File: src/rtl/ecc_pkg.sv
// Shared ECC definitions: the controller state encoding and the named reduction polynomials.
package ecc_pkg;

    typedef enum logic [1:0] {
        IDLE = 2'd0,
        RUN  = 2'd1,
        DONE = 2'd2
    } state_e;

    // Low-order terms of f(x); the leading x^M term is implicit.
    localparam logic [7:0]   POLY_GF2_8   = 8'h1B;
    localparam logic [63:0]  POLY_GF2_64  = 64'h1B;
    localparam logic [162:0] POLY_GF2_163 = 163'hC9;

endpackage

File: src/rtl/ecc_gf2m_step.sv
// One MSB-first interleaved multiply/reduce iteration: shift, fold x^M back through POLY, then add A when the B bit is set.
module ecc_gf2m_step
    import ecc_pkg::*;
#(
    parameter int unsigned    M    = 64,
    parameter logic [M-1:0]   POLY = POLY_GF2_64[M-1:0]
) (
    input  logic [M-1:0] acc_i,
    input  logic [M-1:0] ra_i,
    input  logic         bit_i,
    output logic [M-1:0] acc_o
);

    logic [M-1:0] shifted;

    always_comb begin
        shifted = {acc_i[M-2:0], 1'b0} ^ (acc_i[M-1] ? POLY : '0);
        acc_o   = bit_i ? (shifted ^ ra_i) : shifted;
    end

endmodule

File: src/rtl/ecc_gf2m_mul_serial.sv
// Bit-serial GF(2^M) multiplier/squarer, one bit of B per cycle, with valid/ready on both sides.
module ecc_gf2m_mul_serial
    import ecc_pkg::*;
#(
    parameter int unsigned  M     = 64,
    parameter logic [M-1:0] POLY  = POLY_GF2_64[M-1:0],
    parameter int unsigned  CNT_W = $clog2(M)
) (
    input  logic         clk,
    input  logic         rst,
    input  logic         in_valid,
    output logic         in_ready,
    input  logic         sq_mode,
    input  logic [M-1:0] a,
    input  logic [M-1:0] b,
    output logic         out_valid,
    input  logic         out_ready,
    output logic [M-1:0] p,
    output logic         busy
);

    state_e           state_q, state_d;
    logic [M-1:0]     acc_q, acc_d;
    logic [M-1:0]     ra_q, ra_d;
    logic [M-1:0]     rb_q, rb_d;
    logic [CNT_W-1:0] cnt_q, cnt_d;
    logic [M-1:0]     step_acc;

    ecc_gf2m_step #(.M(M), .POLY(POLY)) u_step (
        .acc_i (acc_q),
        .ra_i  (ra_q),
        .bit_i (rb_q[cnt_q]),
        .acc_o (step_acc)
    );

    always_ff @(posedge clk or negedge rst) begin
        if (!rst) begin
            state_q <= IDLE;
            acc_q   <= '0;
            ra_q    <= '0;
            rb_q    <= '0;
            cnt_q   <= '0;
        end else begin
            state_q <= state_d;
            acc_q   <= acc_d;
            ra_q    <= ra_d;
            rb_q    <= rb_d;
            cnt_q   <= cnt_d;
        end
    end

    // The accumulator doubles as the result register, so p holds through DONE and the following IDLE.
    always_comb begin
        state_d = state_q;
        acc_d   = acc_q;
        ra_d    = ra_q;
        rb_d    = rb_q;
        cnt_d   = cnt_q;
        case (state_q)
            IDLE: begin
                if (in_valid) begin
                    ra_d    = a;
                    rb_d    = sq_mode ? a : b;
                    acc_d   = '0;
                    cnt_d   = CNT_W'(M - 1);
                    state_d = RUN;
                end
            end
            RUN: begin
                acc_d = step_acc;
                if (cnt_q == '0) begin
                    state_d = DONE;
                end else begin
                    cnt_d = cnt_q - CNT_W'(1);
                end
            end
            DONE: begin
                if (out_ready) begin
                    state_d = IDLE;
                end
            end
            default: state_d = IDLE;
        endcase
    end

    assign in_ready  = (state_q == IDLE);
    assign out_valid = (state_q == DONE);
    assign busy      = (state_q != IDLE);
    assign p         = acc_q;

endmodule

File: config.mk
export PLATFORM = sky130hd
export DESIGN_NAME = ecc_gf2m_mul_serial
export DESIGN_NICKNAME = d
export VERILOG_FILES = /design/src/rtl/ecc_pkg.sv /design/src/rtl/ecc_gf2m_step.sv /design/src/rtl/ecc_gf2m_mul_serial.sv
export SDC_FILE = /design/constraint.sdc
export NUM_CORES = 1
export LEC_CHECK = 0
export ABC_AREA = 1
export BUFFER_PORTS_ARGS = -buffer_cell sky130_fd_sc_hd__buf_2
export CAP_MARGIN = 20
export CORE_ASPECT_RATIO = 0.75
export CORE_MARGIN = 3
export CORE_UTILIZATION = 57
export DETAILED_ROUTE_END_ITERATION = 6
export HOLD_SLACK_MARGIN = 0.05
export PLACE_DENSITY = 0.89
export SLEW_MARGIN = 25
export SYNTH_ARGS = -nofsm -noshare
export SYNTH_HDL_FRONTEND = slang
export SYNTH_SLANG_ARGS = --single-unit
File: constraint.sdc
create_clock -name clk -period 2.2 [get_ports clk]
set_clock_uncertainty 0.05 [all_clocks]
set_input_delay 0.44 -clock clk [delete_from_list [all_inputs] [get_ports clk]]
set_output_delay 0.44 -clock clk [all_outputs]
set_load 0.02 [all_outputs]
==> impl_metrics.yaml, run 1 <==
finish:
  syn2layout_area_growth_pct: 17.3
  fill_cells: 1510
  nets: 1659
  utilization_pct: 68.8
  final_common_cell: "nand2_1"
  drive_gt1_share_pct: 21.8
  layout_common_cells: "409 x nand2_1, 199 x dfrtp_1, 197 x buf_2, 189 x inv_1, 140 x o21ai_0"
global_route:
  grt_max_degree: 115
  grt_pass1_wl_um: 47200
  grt_usage_pct: 27.6
  grt_pass1_vias: 9464
  antenna_found_initial: 3
  overflow: 0
critical_path:
  worstPathCellList: "nor2_1, inv_2, a21oi_1, nor2_1, nand2_2, nand3_4, nand2_8, clkbuf_16, nand2_1, nand3_1, nand2_1"
  crit_family: "simple AND/OR/NAND/NOR gates"
  crit_type: "reg -> reg"
  crit_fanout: 24
  crit_path_end_kind: "register"
  required_ns: 2.48
  cp-startpoint: "cnt_q[2]"
  cp-start-kind: "register"
  worstPathArrival_ns: 2.41
  crit_buf_inv: 2
  r2r-start: "cnt_q[2]"
  slowest_stage: "dfrtp_1"
  slowest_delay_ns: 0.43
sta:
  rsz0062_at_grt: "yes"
  fmax_mhz: 468
  tightestPinTransition_ns: 0.725
  finalHoldViolations: 0
  fin_crit_ns: 2.14
  finalCritPeriodShare_pct: 97.1
  setup_viol: 0
  slew_viol_final: 0
  hold_ws_ns: 0.180
  max-slew-margin-rel_pct: 51.7
yosys:
  synth_nets: 1493
  synth_compound_area_share_pct: 11.2
  synthAdderAreaFrac_pct: 0.229
  synthCells: 1358
  synth_seq_area_share_pct: 45.8
  ys_ff_latch: 200
  synth_top_family_by_area: "simple AND/OR/NAND/NOR gates"
  yosys_warnings: 0
  synthMuxAreaShare_pct: 0
  yosys.area_share.xor_xnor_pct: 5.37
  synth_area_leaders: "dfrtp_1 46%, nand2_1 14%, inv_1 6.6%"
  netlist_area_um2: 10900
  synth.distinct_cells: 28
  synth_top_area_share_pct: 45.8
  synthSimpleGateAreaFrac_pct: 25.3
  avgSynthCellArea_um2: 8.04
  post-synth-top-area-cell: "dfrtp_1"
clock_network:
  clock_path_buffers: 2
  root_buffer: "clkbuf_16"
  clk_pin_slew_ns: 0.07
  cts_sinks: 200
  post_cts_buffers: 0
  numCtsBuffers: 17
  cts.htree.levels: 4
  clk_latency_ns: 0.44
  cts_tree: "built"
die:
  start_util_pct: 58.7
  fp.dieH_um: 126
  placeableCoreArea_um2: 18600
  die_area_um2: 20900
  row_count: 43
  io_pins: 200
  dieWidth_um: 166
detailed_routing:
  wl_um: 29700
  drt-wirelength-per-cell_um: 16.6
  drt_iter0_drc: 1148
  vias_per_cell: 5.42
  dr.pass1.iters: 5
  drc: 0
  num_vias: 9680
  postRouteAntennaNets: 0
placed_design:
  dpl.hpwl_um: 19500
  numPortBuffers: 199
  gp_congestion: 0.841
power:
  max-vdd-ir-drop_uv: 777
  p_per_area_nw_per_um2: 1690
  p_leak_uw: 0.00676
  total_power_uw: 21600
run_status:
  status: "completed"
flow_run:
  cap_violations: 0
hold_path:
  worstHoldPathType: "in -> reg"
  hp-start: "out_ready"
-- path summary, 6_finish.rpt --
check | endpoint | slack (ns) | cells past startpoint
setup / recovery | p[34] | 0.06 | 11
hold / removal | state_q[1] | 0.18 | 2
max in group asynchronous | rb_q[61] | 0.92 | 3
setup reg to reg | p[34] | 0.06 | 11
min in group asynchronous | p[4] | 0.48 | 2
hold reg to reg | rb_q[58] | 0.45 | 2
-- sequential cells by signal, indices dropped and copies added, names as in the netlist --
| signal | cells |
|---|---|
| cnt_q | 6 |
| rb_q | 64 |
| ra_q | 64 |
| state_q | 2 |
| p | 64 |
-- Yosys cell counts --
cell       number
nand2_1       410
dfrtp_1       200
inv_1         191
o21ai_0       140
nand3_1       107
xnor2_1        64
o211ai_1       61
nand3_2        60
clkbuf_1       43
buf_2          18
buf_8          12
nor2_1         12
a21oi_1         7
buf_6           6
buf_1           5
xor2_1          3
a31oi_1         2
buf_12          2
buf_4           2
ha_1            2
inv_2           2
nand4_1         2
o21ai_1         2
inv_8           1
nand2_2         1
nand2_4         1
nand3_4         1
o2bb2ai_1       1
-- where the power goes --
group	switching (uW)	leakage, uW	internal (uW)
registers	1330	0.00247	5430
clock network	1420	0.000284	1770
logic	7100	0.00401	4540
-- kinds of logic after synthesis --
logic type | Yosys count
flip-flops | 200
XOR/XNOR | 67
buffers and inverters | 282
AND/OR/NAND/NOR | 594
AO/OA/AOI/OAI | 213
adder cells (fa/ha/maj) | 2
-- final cells by class --
type / count / area [um^2] / area share [%]
clock inverters: 9 / 115 / 0.899
flip-flops and latches: 200 / 5010 / 39.1
well taps: 247 / 309 / 2.41
repair buffers: 235 / 1520 / 11.9
diodes: 2 / 5.00 / 0.0391
inverters: 194 / 739 / 5.77
multi-input cells: 876 / 4640 / 36.2
clock buffers: 22 / 474 / 3.70
-- timing repair --
item                                    4_1_cts  5_1_grt
hold buffers                                  1        0
gates resized for setup                       3       11
endpoints found under the hold margin        49        0
endpoints found under the setup margin       36       70
cloned                                        0        3
-- metrics by stage --
| step | setup TNS, ns | instance area [um^2] | setup WS [ns] | cells |
|---|---|---|---|---|
| 3_5_place_dp | -0.333 | 12100 | -0.160 | 1748 |
| 4_1_cts | 0 | 12700 | 0.00301 | 1780 |
| 5_1_grt | -1.14 | 12800 | -0.0455 | 1785 |
| 2_1_floorplan | 0 | 10900 | 0.365 | 1358 |
| 3_3_place_gp | -0.0678 | 12000 | -0.0546 | 1747 |
| 6_report | 0 | 12800 | 0.0647 | 1785 |
-- metal layers --
| metal | track usage (%) | vias up | share of wire (%) | wire (um) |
|---|---|---|---|---|
| met5 | 0 | - | 0.024 | 7 |
| met4 | 8.90 | 2 | 1.9 | 564 |
| met3 | 5.49 | 51 | 8.2 | 2450 |
| met2 | 43.2 | 452 | 46 | 13600 |
| met1 | 39.2 | 4564 | 44 | 13100 |
| li1 | - | 4611 | - | - |
Power figures use the tool's default switching activity.
==> inputs of run 2 (changes only) <==
--- a/config.mk
+++ b/config.mk
@@ -6,14 +6,14 @@
 export NUM_CORES = 1
 export LEC_CHECK = 0
 export ABC_AREA = 1
-export BUFFER_PORTS_ARGS = -buffer_cell sky130_fd_sc_hd__buf_2
 export CAP_MARGIN = 20
 export CORE_ASPECT_RATIO = 0.75
 export CORE_MARGIN = 3
-export CORE_UTILIZATION = 57
+export CORE_UTILIZATION = 60
 export DETAILED_ROUTE_END_ITERATION = 6
+export DONT_BUFFER_PORTS = 1
 export HOLD_SLACK_MARGIN = 0.05
-export PLACE_DENSITY = 0.89
+export PLACE_DENSITY = 0.84
 export SLEW_MARGIN = 25
 export SYNTH_ARGS = -nofsm -noshare
 export SYNTH_HDL_FRONTEND = slang
==> run 2 against run 1 <==
The run now ends with negative hold slack left. Critical path depth rose by 2. Sequential share of layout area rose by 3.6 points. Clock power rose by 8.7%. Routed wire length fell by 6.1%. Sequential cell count did not move. Via count fell by 7.9%. Largest power group unchanged. Worst hold slack got worse by 0.53 ns. Critical path type unchanged. Global-route usage rose by 0.41 points. Utilization fell by 2.8 points. Final cell count fell by 12%. Register-to-register slack improved by 0.02 ns.
==> impl_metrics.yaml, run 2 (synthesis gave the netlist of run 1 again) <==
run_status:
  violations: "negative hold slack"
  status: "finished, violations left"
clock_network:
  root_buffer: "clkbuf_16"
  ctsHoldBuffers: 1
  cts.htree.levels: 4
  cts_tree: "built"
  clock_path_buffers: 2
  cts_sinks: 200
  numCtsBuffers: 17
  clk_latency_ns: 0.44
  clk_pin_slew_ns: 0.07
placed_design:
  gp_congestion: 0.837
  numPortBuffers: 0
  place_ws_ns: 0.0268
  dpl.hpwl_um: 18400
power:
  p_leak_uw: 0.00590
  max-vdd-ir-drop_uv: 858
  pwr-share-comb_pct: 48.1
  power_switching_uw: 9550
  internal_power_uw: 11500
  p_seq_share_pct: 35.4
  p_per_area_nw_per_um2: 1790
  clkPwrFrac_pct: 16.5
  p_sw_share_pct: 45.4
die:
  die_area_um2: 19900
  io_pins: 200
  dieWidth_um: 162
  placeableCoreArea_um2: 17800
  row_count: 42
  fp.dieH_um: 123
  start_util_pct: 61.5
detailed_routing:
  drt-wirelength-per-cell_um: 17.7
  vias_per_cell: 5.66
  postRouteAntennaNets: 0
  wl_um: 27900
  dr.pass1.iters: 5
  drt_iter0_drc: 927
  drc: 0
  num_vias: 8912
critical_path:
  cp_common_cell: "nand2_1"
  crit_path_end_kind: "register"
  crit_family: "simple AND/OR/NAND/NOR gates"
  worst-r2r-setup-slack_ns: 0.09
  crit_buf_inv: 2
  crit_type: "reg -> reg"
  slowest_delay_ns: 0.46
  required_ns: 2.47
  slowest_stage: "dfrtp_2"
  cp-start-kind: "register"
  worstPathCellList: "buf_12, nand2_1, nand3_1, nand2_1, nand2_1, nand2_1, nor2_1, nand2_2, nand3_4, buf_8, nand3_2, nand3_1, nand2_1"
  worstPathArrival_ns: 2.38
  crit_fanout: 28
sta:
  finalCritPeriodShare_pct: 96.1
  fin_crit_ns: 2.11
  finalHoldViolations: 200
  fmax_mhz: 473
  tightestPinTransition_ns: 0.739
  setup_ws_ns: 0.0869
  slew_viol_final: 0
  setup_viol: 0
  max-slew-margin-rel_pct: 50.8
  rsz0062_at_grt: "yes"
  hold_ws_ns: -0.351
global_route:
  grt_pass1_wl_um: 44400
  grt_usage_pct: 28.0
  overflow: 0
  antenna_found_initial: 0
  grt_max_degree: 201
  grt_pass1_vias: 8511
finish:
  syn2layout_area_growth_pct: 7.37
  final_common_cell: "nand2_1"
  antenna_cells: 0
  layout_common_cells: "408 x nand2_1, 199 x dfrtp_1, 190 x inv_1, 140 x o21ai_0, 107 x nand3_1"
  drive_gt1_share_pct: 10.1
  nets: 1454
flow_run:
  cap_violations: 0
hold_path:
  worstHoldPathType: "in -> async"
==> run 2: per-layer routing <==
metal	vias to the layer above	global-route usage, %	wire length, um
li1	4203	-	-
met1	4265	38.3	12100
met2	375	43.5	12800
met3	69	7.56	2250
met4	0	10.1	715
met5	-	0	0
==> run 2: timing repair <==
action	CTS	global route
endpoints found under the hold margin	201	200
setup buffers	0	0
resized for setup	0	21
endpoints found under the setup margin	0	65
==> run 2: final cells by class <==
type / count / area (um^2)
clock buffer: 18 / 439
clock inverter: 14 / 208
fill: 1455 / 6040
inverter: 194 / 739
multi-input combinational: 876 / 4640
sequential: 200 / 5010
tap: 242 / 303
timing repair buffer: 30 / 387
==> run 2: final timing paths <==
| path | start | cells after the start | end |
|---|---|---|---|
| max | cnt_q[0] | 13 | p[62] |
| max in group asynchronous | rst | 0 | rb_q[51] |
| min reg2reg | rb_q[60] | 2 | rb_q[60] |
| min in group clk | b[13] | 2 | rb_q[13] |
| min | rst | 0 | p[6] |
| max reg2reg | cnt_q[0] | 13 | p[62] |
==> run 2: per-stage QoR <==
| step | area [um^2] | TNS, ns | util, % | power [uW] | cells |
|---|---|---|---|---|---|
| after floorplan | 10900 | 0 | - | 15100 | 1358 |
| after global placement | 10900 | 0 | 61.5 | 16500 | 1539 |
| after detailed placement | 11000 | 0 | 61.7 | 17200 | 1540 |
| after CTS | 11600 | 0 | 65.4 | 20700 | 1573 |
| after global routing | 11700 | -1.10 | 66.0 | 22600 | 1574 |
| final | 11700 | 0 | 66.0 | 21000 | 1574 |
==> run 2: power groups by stage <==
stage / registers [uW] / logic (uW) / clock network [uW]
after floorplan: 7040 / 8070 / 0
after global placement: 7420 / 9120 / 0
after detailed placement: 7490 / 9680 / 0
after CTS: 7430 / 9740 / 3510
after global routing: 7630 / 11300 / 3650
final: 7440 / 10100 / 3480
==> inputs of run 3 (changes only) <==
==> constraint.sdc (replaced) <==
create_clock -name clk -period 2.2 [get_ports clk]
set_clock_uncertainty 0.05 [all_clocks]
set_input_delay 0.44 -clock clk [delete_from_list [all_inputs] [get_ports clk]]
set_output_delay 0.44 -clock clk [all_outputs]
set_load 0.1 [all_outputs]
==> run 3 against run 2 <==
Cell area grew 5.0%. Count of clock-buffer cells in the layout rose by 4. Sequential cell count unchanged. Routed wire length up 2.0%. The flow still finishes with violations (negative hold slack). Sequential share of layout area shrank 2.0 points. Final cell count grew 4.8%. Worst hold slack better by 0.0028 ns. Worst setup slack got worse by 0.028 ns. Critical path depth grew 4. Largest cell class unchanged. Global-route usage grew 0.13 points. Maximum frequency fell by 1.3%.
==> impl_metrics.yaml, run 3 (synthesis gave the netlist of run 1 again) <==
run_status:
  status: "finished, violations left"
  violations: "negative hold slack"
die:
  dieWidth_um: 162
  start_util_pct: 61.5
  placeableCoreArea_um2: 17800
  fp.dieH_um: 123
  io_pins: 200
  row_count: 42
  die_area_um2: 19900
clock_network:
  ctsHoldBuffers: 1
  clk_latency_ns: 0.44
  clk_pin_slew_ns: 0.08
  numCtsBuffers: 17
  root_buffer: "clkbuf_16"
  cts.htree.levels: 4
  clock_path_buffers: 2
  cts_sinks: 200
  cts_tree: "built"
critical_path:
  rr_endpoint: "p[34]"
  crit_buf_inv: 5
  worstPathArrival_ns: 2.42
  required_ns: 2.48
  cp-start-kind: "register"
  slowest_delay_ns: 0.51
  r2r_cells: 17
  r2r-start: "cnt_q[0]"
  worstPathCellList: "buf_6, buf_4, nand2_1, nand3_1, nand2_1, nand2_1, nand2_1, inv_1, nand2_1, nand2_1, nand2_2, inv_6, nand2_8, clkbuf_16, nand2_1, nand3_1, nand2_1"
  crit_type: "reg -> reg"
  crit_path_end_kind: "register"
  cp_common_cell: "nand2_1"
  slowest_stage: "dfrtp_2"
  crit_fanout: 11
  crit_family: "simple AND/OR/NAND/NOR gates"
  worst-r2r-setup-slack_ns: 0.06
sta:
  rsz0062_at_grt: "yes"
  slew_viol_final: 0
  max-slew-margin-rel_pct: 46.3
  fin_crit_ns: 2.14
  finalHoldViolations: 200
  finalCritPeriodShare_pct: 97.3
  tightestPinTransition_ns: 0.805
  fmax_mhz: 467
  hold_ws_ns: -0.348
  setup_viol: 0
  tns_ns: 0
detailed_routing:
  drc: 0
  vias_per_cell: 5.64
  dr.pass1.iters: 7
  drt_iter0_drc: 1031
  drt-wirelength-per-cell_um: 17.2
  wl_um: 28500
  num_vias: 9303
  postRouteAntennaNets: 0
global_route:
  overflow: 0
  antenna_found_initial: 2
  grt_max_degree: 201
  grt_usage_pct: 28.2
  grt_pass1_wl_um: 44500
  grt_pass1_vias: 8672
placed_design:
  gp_congestion: 0.869
  numPortBuffers: 0
  dpl.hpwl_um: 18600
finish:
  layout_common_cells: "407 x nand2_1, 199 x dfrtp_1, 190 x inv_1, 140 x o21ai_0, 106 x nand3_1"
  final_common_cell: "nand2_1"
  nets: 1530
  syn2layout_area_growth_pct: 12.8
  drive_gt1_share_pct: 15.0
hold_path:
  worstHoldPathType: "in -> async"
flow_run:
  cap_violations: 0
==> run 3: cell count changes in the layout (fill, tap and decap cells not counted), sizes merged <==
cell / change
diode: +1
clkbuf: +8
bufinv: -3
clkinvlp: +2
buf: +72
inv: -4
==> run 3: final cells by class <==
class	count	area, um^2
Fill cell	1391	5450
Sequential cell	200	5010
Multi-Input combinational cell	876	4660
Timing Repair Buffer	106	1040
Inverter	194	742
Clock buffer	22	464
Tap cell	242	303
Clock inverter	9	92.6
Antenna cell	1	2.50
==> run 3: metrics by stage <==
step	util, %	area, um^2	std cells	setup slack, ns
final	69.3	12300	1650	0.0590
after global routing	69.3	12300	1650	-0.0505
after CTS	68.0	12100	1639	0.0293
after detailed placement	64.8	11500	1607	0.0255
after global placement	64.8	11500	1607	0.108
after floorplan	-	10900	1358	0.133
==> run 3: layer usage <==
metal	up-vias	track usage, %	routed length [um]	share of wire [%]
met2	439	43.4	12800	45
li1	4354	-	-	-
met4	2	8.36	694	2.4
met3	58	6.95	2550	9.0
met1	4450	39.9	12400	43
met5	-	0	13	0.046
==> run 3: how the worst max path moves through the flow <==
stage	startpoint	endpoint	slack, ns	cells after the start
final	cnt_q[0]	p[34]	0.06	17
after global routing	cnt_q[0]	p[36]	-0.05	17
after CTS	cnt_q[0]	p[30]	0.03	15
after detailed placement	cnt_q[0]	p[30]	0.03	15
after global placement	cnt_q[0]	p[30]	0.11	15
after floorplan	state_q[0]	rb_q[3]	0.13	7
==> run 3: what timing repair did <==
item / 4_1_cts / 5_1_grt
hold endpoints to repair: 201 / 200
setup buffers: 0 / 5
gates resized for setup: 0 / 21
endpoints found under the setup margin: 0 / 65
Power of run 3 is left out: the tool's default activity adds up to more than one toggle a clock period on the data nets, which glitch-free logic cannot reach.
